==> config.mk <==
export PLATFORM = sky130hd
export DESIGN_NAME = dct_col
export DESIGN_NICKNAME = d
export VERILOG_FILES = /design/src/rtl/dct_col.sv
export SDC_FILE = /design/constraint.sdc
export NUM_CORES = 2
export LEC_CHECK = 0
export CAP_MARGIN = 20
export CELL_PAD_IN_SITES_DETAIL_PLACEMENT = 1
export CELL_PAD_IN_SITES_GLOBAL_PLACEMENT = 2
export CORE_MARGIN = 4
export CORE_UTILIZATION = 40
export DETAILED_ROUTE_END_ITERATION = 10
export PLACE_DENSITY = 0.8
export SYNTH_ARGS = -nofsm -noshare
export SYNTH_HDL_FRONTEND = slang
export SYNTH_SLANG_ARGS = --single-unit
export TNS_END_PERCENT = 1
==> constraint.sdc <==
create_clock -name clk -period 9.4 [get_ports clk]
set_input_delay 0.94 -clock clk [delete_from_list [all_inputs] [get_ports clk]]
set_output_delay 0.94 -clock clk [all_outputs]
set_load 0.02 [all_outputs]
==> src/rtl/dct_col.sv <==
// rtl/dct_col.sv - 8-point 1-D DCT over a serially captured column of samples
//
// Purpose:
//    Eight signed samples are captured one at a time. When the eighth arrives,
//    the block is transformed with 6-bit fixed-point cosine coefficients. The
//    result is rounded, saturated and registered one cycle later.
//
// Ports:
//    clk        in   clock; every register updates on the rising edge
//    rst        in   synchronous, active-high reset
//    data_in    in   SIZE-bit signed sample
//    start      in   block enable; low clears the sample counter (partial block lost)
//    wr_en      in   sample write strobe; captures only when start is high
//    approx_en  in   truncated-product multiply-accumulate (only with the macro)
//    data_out   out  8 x SIZE_OUT signed registered coefficients Y[0..7]
//    done       out  one-cycle pulse marking a data_out update
//
// Configuration macro:
//    DCT_COL_APPROX_EN  defined: approx_en=1 clears the low APPROX_BITS bits of
//                       every product before accumulation.
//                       undefined: approx_en is ignored and results are exact.

module dct_col #(
   parameter int SIZE        = 8,
   parameter int APPROX_BITS = 0,
   parameter int SIZE_MULT   = SIZE + 6,
   parameter int SIZE_OUT    = SIZE + 2
) (
   input  logic                       clk,
   input  logic                       rst,
   input  logic signed [SIZE-1:0]     data_in,
   input  logic                       start,
   input  logic                       wr_en,
   input  logic                       approx_en,
   output logic signed [SIZE_OUT-1:0] data_out [7:0],
   output logic                       done
);

   localparam int ACC_W = SIZE_MULT + 3;
   localparam logic [SIZE_MULT-1:0]    P_MASK  = {SIZE_MULT{1'b1}} << APPROX_BITS;
   localparam logic signed [ACC_W-1:0] OUT_MAX = ACC_W'((1 <<< (SIZE_OUT - 1)) - 1);
   localparam logic signed [ACC_W-1:0] OUT_MIN = ACC_W'(-(1 <<< (SIZE_OUT - 1)));

   // c(k,n) = round(32*cos((2n+1)*k*pi/16)), with row 0 fixed at 23.
   // The angle index m is in units of pi/16. It is folded into 0..16 by
   // cos(2pi - a) = cos(a), and then into 0..8 by cos(pi - a) = -cos(a).
   // For k = 1..7, m is never a multiple of 8, so the magnitudes 32 and 0
   // are never needed.
   function automatic int coef(input int k, input int n);
      int m;
      int sgn;
      int mag;
      if (k == 0) return 23;
      m   = ((2 * n + 1) * k) % 32;
      sgn = 1;
      if (m > 16) m = 32 - m;
      if (m > 8) begin
         m   = 16 - m;
         sgn = -1;
      end
      case (m)
         1:       mag = 31;
         2:       mag = 30;
         3:       mag = 27;
         4:       mag = 23;
         5:       mag = 18;
         6:       mag = 12;
         7:       mag = 6;
         default: mag = 0;
      endcase
      return sgn * mag;
   endfunction

   logic                       approx_act;
`ifdef DCT_COL_APPROX_EN
   assign approx_act = approx_en;
`else
   logic                       unused_approx_en;
   assign unused_approx_en = approx_en;
   assign approx_act       = 1'b0;
`endif

   logic        [2:0]          cnt_q, cnt_d;
   logic signed [SIZE-1:0]     x_q [8];
   logic signed [SIZE-1:0]     x_d [8];
   logic                       pend_q, pend_d;
   logic signed [SIZE_OUT-1:0] out_q [7:0];
   logic signed [SIZE_OUT-1:0] out_d [7:0];
   logic                       done_q, done_d;
   logic signed [SIZE_OUT-1:0] y [8];
   logic signed [SIZE_MULT-1:0] p;
   logic signed [ACC_W-1:0]    acc;
   logic signed [ACC_W-1:0]    sh;

   // The transform reads the sample buffer on the edge after the eighth
   // capture. A capture for the next block can land on that same edge and
   // overwrite x[0]. The transform still sees the old x[0], because the
   // buffer holds its pre-edge value for the whole cycle.
   always_comb begin
      p   = '0;
      acc = '0;
      sh  = '0;
      for (int k = 0; k < 8; k++) begin
         acc = '0;
         for (int n = 0; n < 8; n++) begin
            p = SIZE_MULT'(x_q[n]) * SIZE_MULT'(coef(k, n));
            if (approx_act) p = p & P_MASK;
            acc = acc + ACC_W'(p);
         end
         sh = (acc + ACC_W'(32)) >>> 6;
         if (sh > OUT_MAX)      y[k] = OUT_MAX[SIZE_OUT-1:0];
         else if (sh < OUT_MIN) y[k] = OUT_MIN[SIZE_OUT-1:0];
         else                   y[k] = sh[SIZE_OUT-1:0];
      end
   end

   always_comb begin
      cnt_d  = cnt_q;
      x_d    = x_q;
      pend_d = 1'b0;
      out_d  = out_q;
      done_d = pend_q;
      if (!start) begin
         cnt_d = 3'd0;
      end else if (wr_en) begin
         x_d[cnt_q] = data_in;
         cnt_d      = cnt_q + 3'd1;
         pend_d     = (cnt_q == 3'd7);
      end
      if (pend_q) begin
         for (int k = 0; k < 8; k++) out_d[k] = y[k];
      end
   end

   always_ff @(posedge clk) begin
      if (rst) begin
         cnt_q  <= 3'd0;
         pend_q <= 1'b0;
         done_q <= 1'b0;
         for (int i = 0; i < 8; i++) begin
            x_q[i]   <= '0;
            out_q[i] <= '0;
         end
      end else begin
         cnt_q  <= cnt_d;
         x_q    <= x_d;
         pend_q <= pend_d;
         out_q  <= out_d;
         done_q <= done_d;
      end
   end

   assign data_out = out_q;
   assign done     = done_q;

endmodule

Yosys cells after proc, flatten, opt, wreduce, memory -nomap -nowiden
Cells that the tools add are included.
{"block": "word_totals", "regBits": 149, "latch_bits": 0, "mem_bits_rw": 0, "mem_bits_ro": 0, "inputBits": 13, "output_inout_bits": 81, "elab_cells": 189, "memories": 0}
{"block": "classes", "n_addsub": 65, "mul": 60, "n_div": 0, "magnitude_cmp": 18, "eq_ne": 1, "shift": 0, "mux": 19, "bitwise": 3, "reduce_logical": 4}
{"operator": "17-bit by 14-bit adder with 17-bit output", "n": 24}
{"operator": "8-bit by 6-bit multiplier with 14-bit output (second input constant)", "n": 28}
{"operator": "8-bit by 5-bit multiplier with 13-bit output (second input constant)", "n": 16}
{"operator": "8-bit by 3-bit multiplier with 11-bit output (second input constant)", "n": 16}
{"operator": "10-bit 2-to-1 mux", "n": 16}
{"operator": "17-bit by 7-bit adder with 17-bit output (second input constant)", "n": 8}
{"operator": "16-bit by 14-bit adder with 17-bit output", "n": 6}
{"operator": "15-bit by 14-bit adder with 16-bit output", "n": 6}
{"operator": "11-bit by 10-bit greater-than comparator with 1-bit output (second input constant)", "n": 8}
{"operator": "11-bit by 10-bit < comparator with 1-bit output (second input constant)", "n": 8}
{"operator": "17-bit by 12-bit adder with 17-bit output", "n": 4}
{"operator": "17-bit by 13-bit adder with 17-bit output", "n": 4}
{"operator": "64-bit bitwise mux", "n": 1}
{"operator": "14-bit by 14-bit adder with 15-bit output", "n": 4}
{"operator": "8-bit demux with 3-bit select", "n": 1}
{"operator": "16-bit by 12-bit adder with 17-bit output", "n": 1}
{"operator": "16-bit by 13-bit adder with 17-bit output", "n": 1}
{"operator": "15-bit by 12-bit adder with 16-bit output", "n": 1}
{"operator": "15-bit by 13-bit adder with 16-bit output", "n": 1}
{"operator": "12-bit by 14-bit adder with 15-bit output", "n": 1}
{"operator": "13-bit by 14-bit adder with 15-bit output", "n": 1}
{"operator": "14-bit by 12-bit adder with 15-bit output", "n": 1}
{"operator": "14-bit by 13-bit adder with 15-bit output", "n": 1}
{"operator": "8-bit 2-to-1 mux", "n": 1}
{"operator": "10 further kinds", "n": 11}

Depth between registers and ports, before layout
{"block": "depth", "word_depth": 12, "ltp_mapped": 39, "mapped_depth_nobuf": 39}

Worst setup path before layout
OpenSTA, ideal clock, no wires.
{"block": "synth_timing", "kind": "reg-to-reg", "startpoint": "register x_q[63] in the netlist's numbering", "endpoint": "register out_q (netlist bit data_out[7])", "setup_ps": 122, "arrival_time_ps": 9737, "required_ps": 9278, "setup_slack_ps": -458, "path_stages_with_launch": 34, "path_buffers": 1, "period_less_slack_ps": 9858, "cell_sequence": "dfxtp_1 inv_2 fa_1 inv_1 ha_1 inv_1 fa_1 inv_1 ha_1 a21boi_0 o21ai_0 a21boi_0 o21ai_0 nand2_1 xor2_1 fa_1 fa_1 fa_1 inv_1 fa_1 fa_1 fa_1 inv_1 fa_1 ha_1 ha_1 a21o_1 a21o_1 a41oi_1 o21bai_1 a21o_1 o311a_1 buf_2 a221o_1"}
{"block": "synth_via", "elab_chain_len": 12, "elab_cells_between_ends": 13, "classes_between": "8 x add/sub; 1 x mul; 2 x order compare; 2 x mux"}
{"item": "from (decl)", "line": "84", "rtl": "logic signed [SIZE-1:0] x_q [8];"}
{"item": "from (signal, indexed assignment)", "line": "141", "rtl": "x_q[i] <= '0;"}
{"item": "from (signal assigned)", "line": "146", "rtl": "x_q <= x_d;"}
{"item": "8-bit by 6-bit multiplier with 14-bit output (*)", "line": "106", "rtl": "p = SIZE_MULT'(x_q[n]) * SIZE_MULT'(coef(k, n));"}
{"item": "14-bit by 14-bit adder with 15-bit output (*)", "line": "108", "rtl": "acc = acc + ACC_W'(p);"}
{"item": "15-bit by 14-bit adder with 16-bit output (*)", "line": "108"}
{"item": "16-bit by 14-bit adder with 17-bit output (*)", "line": "108"}
{"item": "17-bit by 14-bit adder with 17-bit output (*) (4 in a row)", "line": "108"}
{"item": "17-bit by 7-bit adder with 17-bit output (*)", "line": "110", "rtl": "sh = (acc + ACC_W'(32)) >>> 6;"}
{"item": "11-bit by 10-bit < comparator with 1-bit output", "line": "112", "rtl": "else if (sh < OUT_MIN) y[k] = OUT_MIN[SIZE_OUT-1:0];"}
{"item": "10-bit 2-to-1 mux", "line": "112"}
{"item": "10-bit 2-to-1 mux (*)", "line": "111", "rtl": "if (sh > OUT_MAX) y[k] = OUT_MAX[SIZE_OUT-1:0];"}
{"item": "to (signal assigned)", "line": "148", "rtl": "out_q <= out_d;"}
{"item": "to (decl)", "line": "87", "rtl": "logic signed [SIZE_OUT-1:0] out_q [7:0];"}
Every way passes the cells marked *; elsewhere a longest branch is shown, timed or not.
A chain may end at the register's enable or synchronous reset.

Worst setup path in the final report
{"block": "layout_timing", "startpoint": "register x_q[27] in the netlist's numbering", "endpoint": "register out_q (netlist bit data_out[7])"}
{"block": "layout_via", "elab_chain_len": 9, "elab_cells_between_ends": 10, "classes_between": "5 x add/sub; 1 x mul; 2 x order compare; 2 x mux"}
{"item": "8-bit by 6-bit multiplier with 14-bit output (*)", "line": "106"}
{"item": "17-bit by 14-bit adder with 17-bit output (*) (4 in a row)", "line": "108"}
{"item": "17-bit by 7-bit adder with 17-bit output (*)", "line": "110"}
{"item": "11-bit by 10-bit < comparator with 1-bit output", "line": "112"}
{"item": "10-bit 2-to-1 mux", "line": "112"}
{"item": "10-bit 2-to-1 mux (*)", "line": "111"}
Marks and branches as above.

==> metrics.md <==
| Metric | Value |
|---|---|
| Routed vias | 45,415 |
| DRT iter0 DRCs | 3,620 |
| GP Congestion | 1.00 |
| Worst-margin pin slew | 1.18 ns |
| CP max-delay cell | fa_1 |
| Most used cell, CP | fa_1 |
| Total Routing Usage GR | 0.351 |
| Cell taking the most area after synthesis | fa_1 |
| Starting Density | 0.404 |
| Crit path kind | reg -> reg |
| First-pass GRT wire length | 373,000 um |
| WL per Instance | 30.4 um |
| Syn nets | 8,277 |
| IO Port Bufs | 92 |
| Clk_skew | 0.0325 ns |
| Tcrit/Tclk final | 1.03 |
| R2R Path Start | x_q[27] |
| Number of synthesized flops with an enable pin | 0 |
| RR Endpoint | data_out[7] |
| RSZ-0062 raised after global routing | yes |
| Die area | 0.154 mm2 |
| Post-layout min period | 9.67 ns |
| Hpwl dp | 235,000 um |
| Area Growth Syn to Fin | 18.5% |
| Synthesized area | 0.0590 mm2 |
| Register area share after synthesis | 0.0505 |
| Setup TNS | -6.26 ns |
| Hold Violations, Final | 0 |
| CP Launch Type | flop |
| Failing checks | setup timing |
| VDD IR max | 152 uV |
| CTS Root Buffer Type | clkbuf_16 |
| Die Ht | 392 um |
| Worst hold path class | reg -> reg |
| Synth top area cells | fa_1, ha_1, inv_1 |
| Power Density | 107 mW/mm2 |
| Status | finished with violations |
| Final net count | 9,078 |
| Worst Setup SP | x_q[27] |
| DRT Pass-1 Iters | 5 |
| Setup violators final | 52 |
| Vias in the first global route | 49,815 |
| Hold Buf Count CTS | 0 |
| CORE AREA | 0.146 mm2 |
| Reg2Reg Setup Slack | -0.27 ns |
| Skew-Pair Late Insertion Delay | 0.58 ns |
| Fmax | 103 MHz |
| R2R cell count | 37 |
| DR vias/cell | 5.21 |
| Most used flip-flop cell after synthesis | dfxtp_1 |
| Num ports | 94 |
| Mapped Cells | 5,977 |
| Routed Antenna Nets | 0 |
| Clock sink count | 149 |
| Crit. End Element | flop |
| Placed Cells | 8,662 |
| CP Capture Point | data_out[7] |
| Flops & latches, synth | 149 |
| Crit-path max FO | 5 |
| Layout cells sized above 1 | 0.159 |
| Most common cell in the netlist | inv_1 |
| Slew Limit Headroom | 0.207 |
| Final WL | 265,000 um |
| DP Worst Slack | -0.788 ns |
| Max clock buf depth | 2 |
| DR DRC count | 0 |
| Final core occ | 0.479 |
| Leak pwr | 36.9 nW |
| Worst EP arrival | 10.11 ns |
| TritonCTS clock tree | yes |
| Setup WS post-layout | -0.274 ns |
| Clk slew on worst S/H paths | 0.07 ns |
| Area share of the largest cell type after synthesis | 0.419 |
| CTS Buf Count | 17 |
| Mean Syn Cell Area | 9.87 um2 |
| Synth warn | 0 |
| H-tree depth | 4 |
| Final instance area | 0.0700 mm2 |
| Row count | 140 |
| Worst path required time | 9.84 ns |
| Max-capacitance violation count | 0 |
| Fin cells | 8,716 |
| Initial antenna violation count | 5 |
| Largest net degree at the start of global routing | 59 |
| Ys async rst share | 0 |
| Overflow left after global routing | 0 |
| Slew Limit Fails | 0 |
| Die X-Extent | 392 um |
| Library cells used by synthesis | 72 |
| Synth cell count leaders | inv_1, fa_1, ha_1 |
| CP max stage delay | 0.57 ns |
| Placed Area | 0.0678 mm2 |
[area by class of cell]
class | instances | area, um2
Sequential cell | 149 | 3030
Clock inverter | 12 | 140
Inverter | 1856 | 6970
Tap cell | 1917 | 2400
Multi-Input combinational cell | 3919 | 50200
Clock buffer | 20 | 457
Antenna cell | 8 | 20.0
Timing Repair Buffer | 835 | 6700
Fill cell | 16518 | 76100
[where the power goes]
group	internal, mW	switching [mW]	total, mW
logic	2.74	3.26	5.99
registers	0.632	0.00264	0.635
clock network	0.411	0.440	0.851
total	3.78	3.70	7.48
[routing by layer]
layer | track usage | share of wire
met5 | 0 | 0
met4 | 0.185 | 0.067
met3 | 0.0461 | 0.059
met2 | 0.542 | 0.44
met1 | 0.481 | 0.43
[cells by family (layout without fill, tap and decap cells)]
logic type      after synthesis  in the layout  synth area share
simple gates                512            512            0.0392
mux                          78             78            0.0132
xor+xnor                    413            413            0.0628
buf+inv                    1910           2723             0.121
fa+ha+maj                  2305           2305             0.645
flops                       149            149            0.0505
other cells                   1              9         0.0000635
compound gates              609            610            0.0675
[worst max-delay path: cells and delay by family (launching register included)]
kind                     cells  cell delay, ns
buffers and inverters       10            0.98
AND/OR/NAND/NOR              2            0.23
AO/OA/AOI/OAI               12            2.33
adder cells (fa/ha/maj)     13            5.68
flip-flops                   1            0.35
[how the worst min path moves through the flow]
| stage | startpoint | endpoint | slack [ns] | cells past startpoint |
|---|---|---|---|---|
| after floorplan | data_out[40] | data_out[40] | 0.53 | 2 |
| after global placement | data_out[22] | data_out[22] | 0.44 | 2 |
| after detailed placement | data_out[40] | data_out[40] | 0.44 | 2 |
| after CTS | data_out[57] | data_out[57] | 0.46 | 2 |
| after global routing | data_out[78] | data_out[78] | 0.49 | 2 |
| final | data_out[57] | data_out[57] | 0.45 | 2 |
[layout by cell type, fill, tap and decap left out, types with 90 or more instances in the layout]
cell             count
xor2_1             110
ha_1              1008
inv_1             1832
fa_1              1190
dfxtp_1            125
nand2_1             90
clkdlybuf4s50_1     91
a21oi_1            163
xnor2_1            276
buf_4              718
nor2_1             236
[metrics by stage]
| stage | hold slack [ns] | power [mW] |
|---|---|---|
| after floorplan | 0.530 | 3.51 |
| after global placement | 0.440 | 5.82 |
| after detailed placement | 0.445 | 5.97 |
| after CTS | 0.458 | 7.37 |
| after global routing | 0.486 | 8.02 |
| final | 0.451 | 7.48 |
[registers in the layout (all words and copies together) (netlist names)]
signal and flops:
data_out 80, done_d 1, cnt_q 3, x_q 64
done 1
[what timing repair did]
item,in CTS,in global routing
endpoints found under the setup margin,60,68
buffers inserted,12,0
pin swaps,172,28
gates resized for setup,284,42
cloned,2,1
Power figures use the tool's default switching activity.
